## config.mk

```make
export PLATFORM = sky130hd
export DESIGN_NAME = bufm_rd_seq
export DESIGN_NICKNAME = d
export VERILOG_FILES = /design/src/rtl/bufm_rd_seq.sv
export SDC_FILE = /design/constraint.sdc
export NUM_CORES = 1
export LEC_CHECK = 0
export CORE_AREA = 3 3 81 159
export CTS_BUF_LIST = sky130_fd_sc_hd__clkbuf_2 sky130_fd_sc_hd__clkbuf_4 sky130_fd_sc_hd__clkbuf_8
export DETAILED_ROUTE_END_ITERATION = 16
export DIE_AREA = 0 0 84 162
export GPL_TIMING_DRIVEN = 1
export HOLD_SLACK_MARGIN = 0.03
export PLACE_DENSITY_LB_ADDON = 0.08
export RECOVER_POWER = 25
export SLEW_MARGIN = 30
export SYNTH_ARGS = -nofsm -noshare
export SYNTH_HDL_FRONTEND = slang
export SYNTH_SLANG_ARGS = --single-unit
```

## constraint.sdc

```tcl
create_clock -name clk -period 4.4 [get_ports clk]
set_input_delay 1.32 -clock clk [delete_from_list [all_inputs] [get_ports clk]]
set_output_delay 1.32 -clock clk [all_outputs]
set_load 0.01 [all_outputs]
```

## src/rtl/bufm_rd_seq.sv

```systemverilog
// rtl/bufm_rd_seq.sv - strided read sequencer with 2-entry output FIFO for a PE constant buffer
//
// Turns a (base_addr, stride, num_words) command into a stream of bufferM read
// addresses, captures the registered read data one cycle later, and presents the
// words on a valid/ready interface with full backpressure.
//
// Optional feature macro: BUFM_RD_LAST_EN (adds out_last, a per-entry last tag).
//
// Ports:
//   clk, reset        clock (rising edge), synchronous active-low reset
//   start             command strobe, only honoured in IDLE
//   base_addr, stride first read address and per-word address increment
//   num_words         number of words to fetch (0 completes immediately)
//   busy, done        busy while not IDLE; done pulses one cycle on completion
//   rd_addr           read address to bufferM
//   buf_data          bufferM read data, valid one cycle after rd_addr
//   out_data/out_valid/out_ready  word stream to the PE datapath
//   out_last          (BUFM_RD_LAST_EN only) marks the final word of a command
module bufm_rd_seq #(
    parameter int addrLen = 10,
    parameter int dataLen = 32,
    parameter int cntLen  = 8
) (
    input  logic               clk,
    input  logic               reset,
    input  logic               start,
    input  logic [addrLen-1:0] base_addr,
    input  logic [addrLen-1:0] stride,
    input  logic [cntLen-1:0]  num_words,
    output logic               busy,
    output logic               done,
    output logic [addrLen-1:0] rd_addr,
    input  logic [dataLen-1:0] buf_data,
    output logic [dataLen-1:0] out_data,
    output logic               out_valid,
`ifdef BUFM_RD_LAST_EN
    output logic               out_last,
`endif
    input  logic               out_ready
);

    typedef enum logic [1:0] {
        IDLE  = 2'd0,
        RUN   = 2'd1,
        DRAIN = 2'd2
    } state_t;

    state_t state, state_next;

    logic [addrLen-1:0] cur_addr;
    logic [addrLen-1:0] stride_q;
    logic [addrLen-1:0] rd_addr_q;
    logic [cntLen-1:0]  remaining;
    logic               inflight;

    logic [dataLen-1:0] fifo_mem [2];
    logic               wr_ptr;
    logic               rd_ptr;
    logic [1:0]         fifo_count;

`ifdef BUFM_RD_LAST_EN
    logic               fifo_last [2];
    logic               last_inflight;
`endif

    logic               push;
    logic               pop;
    logic [2:0]         occupancy;
    logic               credit;
    logic               issue;
    logic               load;
    logic               done_next;

    assign push      = inflight;
    assign out_valid = (fifo_count != 2'd0);
    assign out_data  = fifo_mem[rd_ptr];
    assign pop       = out_valid & out_ready;
    assign busy      = (state != IDLE);

`ifdef BUFM_RD_LAST_EN
    assign out_last  = out_valid & fifo_last[rd_ptr];
`endif

    // Words already buffered plus the one in flight, less the one leaving this
    // cycle; issuing only below two keeps the 2-entry FIFO from overflowing.
    assign occupancy = {1'b0, fifo_count} + {2'b00, inflight} - {2'b00, pop};
    assign credit    = (occupancy < 3'd2);

    // The address is presented in the issue cycle itself so bufferM's registered
    // read lands exactly when inflight is set; otherwise the last address holds.
    assign rd_addr   = issue ? cur_addr : rd_addr_q;

    always_comb begin
        state_next = state;
        issue      = 1'b0;
        load       = 1'b0;
        done_next  = 1'b0;
        case (state)
            IDLE: begin
                if (start) begin
                    if (num_words != '0) begin
                        load       = 1'b1;
                        state_next = RUN;
                    end else begin
                        done_next  = 1'b1;
                    end
                end
            end
            RUN: begin
                if (credit) begin
                    issue = 1'b1;
                    if (remaining == cntLen'(1)) begin
                        state_next = DRAIN;
                    end
                end
            end
            DRAIN: begin
                // Finish on the cycle that empties the pipeline so done lands
                // the cycle after the final handshake.
                if (!inflight && (fifo_count == 2'd0 || (fifo_count == 2'd1 && pop))) begin
                    state_next = IDLE;
                    done_next  = 1'b1;
                end
            end
            default: begin
                state_next = IDLE;
            end
        endcase
    end

    always_ff @(posedge clk) begin
        if (!reset) begin
            state       <= IDLE;
            done        <= 1'b0;
            cur_addr    <= '0;
            stride_q    <= '0;
            rd_addr_q   <= '0;
            remaining   <= '0;
            inflight    <= 1'b0;
            fifo_mem[0] <= '0;
            fifo_mem[1] <= '0;
            wr_ptr      <= 1'b0;
            rd_ptr      <= 1'b0;
            fifo_count  <= 2'd0;
`ifdef BUFM_RD_LAST_EN
            fifo_last[0]  <= 1'b0;
            fifo_last[1]  <= 1'b0;
            last_inflight <= 1'b0;
`endif
        end else begin
            state    <= state_next;
            done     <= done_next;
            inflight <= issue;
`ifdef BUFM_RD_LAST_EN
            last_inflight <= issue && (remaining == cntLen'(1));
`endif
            if (load) begin
                cur_addr  <= base_addr;
                stride_q  <= stride;
                remaining <= num_words;
            end else if (issue) begin
                cur_addr  <= cur_addr + stride_q;
                remaining <= remaining - cntLen'(1);
                rd_addr_q <= cur_addr;
            end

            if (push) begin
                fifo_mem[wr_ptr] <= buf_data;
`ifdef BUFM_RD_LAST_EN
                fifo_last[wr_ptr] <= last_inflight;
`endif
                wr_ptr <= ~wr_ptr;
            end
            if (pop) begin
                rd_ptr <= ~rd_ptr;
            end
            case ({push, pop})
                2'b10:   fifo_count <= fifo_count + 2'd1;
                2'b01:   fifo_count <= fifo_count - 2'd1;
                default: fifo_count <= fifo_count;
            endcase
        end
    end

`ifndef SYNTHESIS
    always_ff @(posedge clk) begin
        if (reset) begin
            assert (!(push && !pop && fifo_count == 2'd2))
                else $error("bufm_rd_seq: push into full FIFO");
        end
    end
`endif

endmodule

```

Word-level counts from Yosys, hierarchy flattened
Memory sizes are Yosys's and may differ from the RTL's. A register that Yosys moved wholly into a read port is not among the register bits.
Index checks and enable logic that the tools add are counted.
{"block": "op_classes", "n_addsub": 6, "magnitude_cmp": 1, "n_eq_ne": 11, "n_mux": 30, "n_bitwise": 3, "reduce_logical": 13}
{"operator": "two-way mux 32 bit", "count": 1}
{"operator": "OR reduction 32 bit", "count": 1}
{"operator": "two-way mux 10 bit", "count": 3}
{"operator": "two-way mux 1 bit", "count": 16}
{"operator": "two-way mux 8 bit", "count": 2}
{"operator": "adder 10 bit", "count": 1}
{"operator": "two-way mux 2 bit", "count": 5}
{"operator": "!= test 2 bit (second input constant)", "count": 5}
{"operator": "equality test 8 x 1 -> 1 bit (second input constant)", "count": 1}
{"operator": "nonzero test 2 bit", "count": 4}
{"operator": "nonzero test 8 bit", "count": 1}
{"operator": "subtractor 8 x 1 -> 8 bit (second input constant)", "count": 1}
{"operator": "equality test 2 x 1 -> 1 bit (second input constant)", "count": 3}
{"operator": "case mux 2 bit (3 select lines)", "count": 1}
{"operator": "AND reduction 5 bit", "count": 1}
{"operator": "equality test 2 bit (second input constant)", "count": 2}
{"operator": "zero test 2 bit", "count": 2}
{"operator": "case mux 2 bit (2 select lines)", "count": 1}
{"operator": "adder 2 x 1 -> 3 bit", "count": 1}
{"operator": "less-than comparator 3 x 2 -> 1 bit (second input constant)", "count": 1}
{"operator": "subtractor 3 x 1 -> 3 bit", "count": 1}
{"operator": "adder 2 x 1 -> 2 bit (second input constant)", "count": 1}
{"operator": "logical AND 1 bit", "count": 2}
{"operator": "inverter 1 bit", "count": 2}
{"operator": "5 further kinds", "count": 5}
{"block": "word_totals", "reg_bits": 46, "ram_bits": 64, "inputBits": 64, "out_inout_bits": 45, "elab_cells": 75, "mem_count": 1}
{"memory": "fifo_mem", "depth": 2, "word_bits": 32, "read_ports": 1, "rd_clocked_by_memory_dff": 1, "wr": 2, "line": "56", "rtl": "logic [dataLen-1:0] fifo_mem [2];"}

Logic depth before layout (Yosys ltp)
{"block": "logic_depth", "ltp_word": 8, "depth_mapped": 13, "depth_no_buf": 11}

Least setup slack after synthesis
Ideal clock, no wire load.
{"block": "synth_timing", "kind": "input to output", "startpoint": "in out_ready", "endpoint": "out rd_addr[0]", "arrival_ns": 3.262, "required_ns": 3.080, "slack_ns": -0.182, "path_stages": 9, "path_buffers": 1, "path_cell_list": "nor2b_1 -> xnor2_1 -> nand2_1 -> fa_1 -> nand3b_1 -> nor2_1 -> clkbuf_1 -> nand2_1 -> nand2_1"}
{"block": "synth_between", "elab_chain_cells": 6}
{"item": "start, declared", "line": "39", "rtl": "input logic out_ready"}
{"item": "bitwise AND 1 bit", "line": "77", "rtl": "assign pop = out_valid & out_ready;"}
{"item": "subtractor 3 x 1 -> 3 bit", "line": "86", "rtl": "assign occupancy = {1'b0, fifo_count} + {2'b00, inflight} - {2'b00, pop};"}
{"item": "less-than comparator 3 x 2 -> 1 bit", "line": "87", "rtl": "assign credit = (occupancy < 3'd2);"}
{"item": "two-way mux 1 bit", "line": "110", "rtl": "if (credit) begin"}
{"item": "two-way mux 1 bit", "line": "98", "rtl": "case (state)"}
{"item": "two-way mux 10 bit"}
{"item": "end, declared", "line": "32", "rtl": "output logic [addrLen-1:0] rd_addr,"}
No other way between the ends.

Worst setup path after layout
{"block": "layout_timing", "startpoint": "in out_ready", "endpoint": "out rd_addr[9]"}
The elaborated chain is that of the path after synthesis.

==> out/qor.txt <==
Max incr delay on CP -> 0.53 ns
RSZ-0062 raised after global routing -> true
Antenna diodes -> 0
Setup Skew -> 0.0149 ns
Final Critical Period -> 4.60 ns
CP Class -> input port to primary output
CP bufs+invs -> 3
Synth area leader -> edfxtp_1
Async set-or-reset flop fraction in the synthesized netlist -> 0
MaxCap Viol Count -> 1
Largest net degree at the start of global routing -> 33
Lkg Pwr -> 0.00275 uW
Status -> finished, violations left
RePlAce Congestion -> 0.806
Drt drc -> 0
Req. time, crit path -> 3.08 ns
Post-route ant nets -> 0
CTS H-tree lvls -> 3
Slew Limit Headroom -> -0.338
Worst hold-check path type -> flip-flop to flip-flop
CTS buffer count -> 9
DRT iter0 DRCs -> 156
Critical Path, Cell by Cell -> buf_6 > nor2b_4 > xnor2_2 > nand2_1 > fa_1 > nand3b_1 > buf_4 > or2_4 > nand2_1 > nand2_1 > buf_2
Area contributors post-synth -> edfxtp_1, dfxtp_1, and2_1, mux2_2, nand2_1
Family with the most delay on the worst path -> simple AND/OR/NAND/NOR gates
Hold depth -> 2
Post-synthesis cell count -> 482
Global-route usage over all layers -> 0.193
R2R Path Start -> inflight
Inst Count DP -> 730
Post-CTS Hold Buffers -> 0
WP data arrival -> 3.28 ns
IO Count -> 109
Clock sink count -> 111
Via count -> 4018
Vias in the first global route -> 4266
Worst r2r path cells -> 3
Syn Area/Cell -> 10.8 sq um
Warnings, synthesis -> 0
Failing checks -> capacitance limit, slew limit, setup timing
Most Frequent Cell on Critical Path -> nand2_1
Worst vdd ir -> 0.274 mV
Net count, final -> 691
Main synth FF type -> edfxtp_1
Die ar. -> 13600 sq um
Least-Margin Pin Slew -> 1.99 ns
CTS Buffer Depth -> 2
F_max -> 0.218 GHz
Drt wl/cell -> 16.9 um
Hpwl dp -> 8.86 mm
Net count after synthesis -> 561
Clock transition at path regs -> 0.10 ns
Crit start category -> input port
Synthesized area -> 5200 sq um
Post-synth top area share -> 0.369
Die height -> 162 um
Synth cell types -> 51
Starting Density -> 0.439
Site Rows -> 56
Hold path startpoint -> stride_q[2]
Count leader, synth -> and2_1
Fin crit share -> 1.04
Worst r2r dst -> fifo_mem[0][10]
First-pass GRT wire length -> 20.6 mm
Worst slack, placed -> -0.945 ns
Clock latency at the later pin of the worst-skew pair -> 0.39 ns
Critical-path top delay cell -> fa_1
Flops & latches, synth -> 111
Final Cell Area -> 6940 sq um
Area after DPL -> 6570 sq um
Pwr Total -> 3390 uW
DRT Pass-1 Iters -> 6
Detail-routed via count per cell -> 5.27
Sequential share of the synthesized area -> 0.550
Core area -> 11800 sq um
TritonCTS clock tree -> yes
Initial antenna violation count -> 0
EDFF count, synth -> 64
Share of cells above drive strength 1 -> 0.198
Pins over their slew limit -> 15
Power Dens Cells -> 488 nW/um^2
Final setup vio count -> 10
Area delta synth->final -> 33.5%
Hold path endpoint -> stride_q[2]
Final non-filler cell total -> 762
Crit. End Element -> primary output
Fin worst setup slack -> -0.196 ns
Reg2Reg Setup Slack -> 0.99 ns
Total Wirelength -> 12.9 mm
Die Wd -> 84 um
Endpoints failing hold -> 0
Setup TNS Final -> -1.26 ns
Root Driver -> clkbuf_8
Total congestion overflow -> 0
# port buffers -> 108
Crit path max fanout -> 6
Fillers -> 1065
Commonest cells in the netlist -> and2_1, nand2_1, edfxtp_1
[stage by stage]
stage          utilization  hold slack [ns]
6_report             0.586            0.467
5_1_grt              0.586            0.486
4_1_cts              0.580            0.470
3_5_place_dp         0.554            0.455
3_3_place_gp         0.552            0.447
2_1_floorplan            -            0.440
[registers in the layout (all words and copies together) (netlist names), 2 cells and up, named ones only]
signal / flops
fifo_mem: 64
remaining: 8
rd_addr_q: 10
state: 2
cur_addr: 10
fifo_count: 2
stride_q: 10
[power by group]
| part | total, uW | internal (uW) | switching (uW) |
|---|---|---|---|
| Clock | 648 | 280 | 368 |
| Sequential | 1340 | 1250 | 86.2 |
| Combinational | 1400 | 743 | 659 |
| Total | 3390 | 2270 | 1110 |
[worst max-delay path by stage]
stage / startpoint / depth (start not counted) / slack [ns] / endpoint
finish: out_ready / 11 / -0.20 / rd_addr[9]
global placement: out_ready / 10 / -0.86 / rd_addr[4]
floorplan: out_ready / 10 / 0.02 / rd_addr[0]
global route: out_ready / 12 / -0.31 / rd_addr[9]
CTS: out_ready / 11 / -0.23 / rd_addr[9]
detailed placement: out_ready / 10 / -0.95 / rd_addr[8]
[kinds of logic after synthesis]
family / Yosys count / share of synthesized area
AOI/OAI and AO/OA: 72 / 0.0864
xor gates and xnor gates: 10 / 0.0168
adders and majority gates: 15 / 0.0390
buffers and inverters: 35 / 0.0277
DFF: 111 / 0.550
muxes: 35 / 0.0758
and+or+nand+nor: 204 / 0.204
[metal layers]
metal  routed length [um]  GRT usage
met5                    0          0
met3                  427     0.0228
met1                 4560      0.186
met2                 7500      0.388
met4                  359     0.0966
[what timing repair did]
action	CTS	global route
resized for setup	52	24
pin swaps	23	9
endpoints found under the setup margin	10	10
gates cloned	2	0
buffers inserted	11	3
[worst register-to-register path, stage by stage, from the launching register on]
cell and delay (ns):
dfxtp_1 0.51, inv_1 0.14, o21ai_0 1.51, dlymetal6s2s_1 0.88
[cell type report]
cell class	instances	area, sq um	share of cell area
inverters	11	41.3	0.00595
clock inverters	6	76.3	0.0110
multi-input cells	337	2280	0.328
flip-flops and latches	111	2860	0.412
well taps	145	181	0.0261
clock buffers	10	131	0.0189
repair buffers	142	1370	0.197
[cell usage in the layout (no fill, tap or decap), types with 3 or more instances in the layout]
cell and n:
xnor2_1 6, nand3_1 8, buf_2 4, nand2_1 58, and3_1 4, a21o_1 5
nor3b_1 3, a21oi_1 33, a211oi_1 3, a22oi_1 7, edfxtp_1 64, dfxtp_1 47
buf_6 11, buf_4 25, nor3_1 5, clkdlybuf4s50_1 95, nand2_2 15, clkbuf_8 9
o21ai_0 8, mux2_2 35, inv_1 10, and2_1 53, and2_0 21, nor2_1 18
ha_1 13
Note: power is estimated with default switching activity, not from simulation.
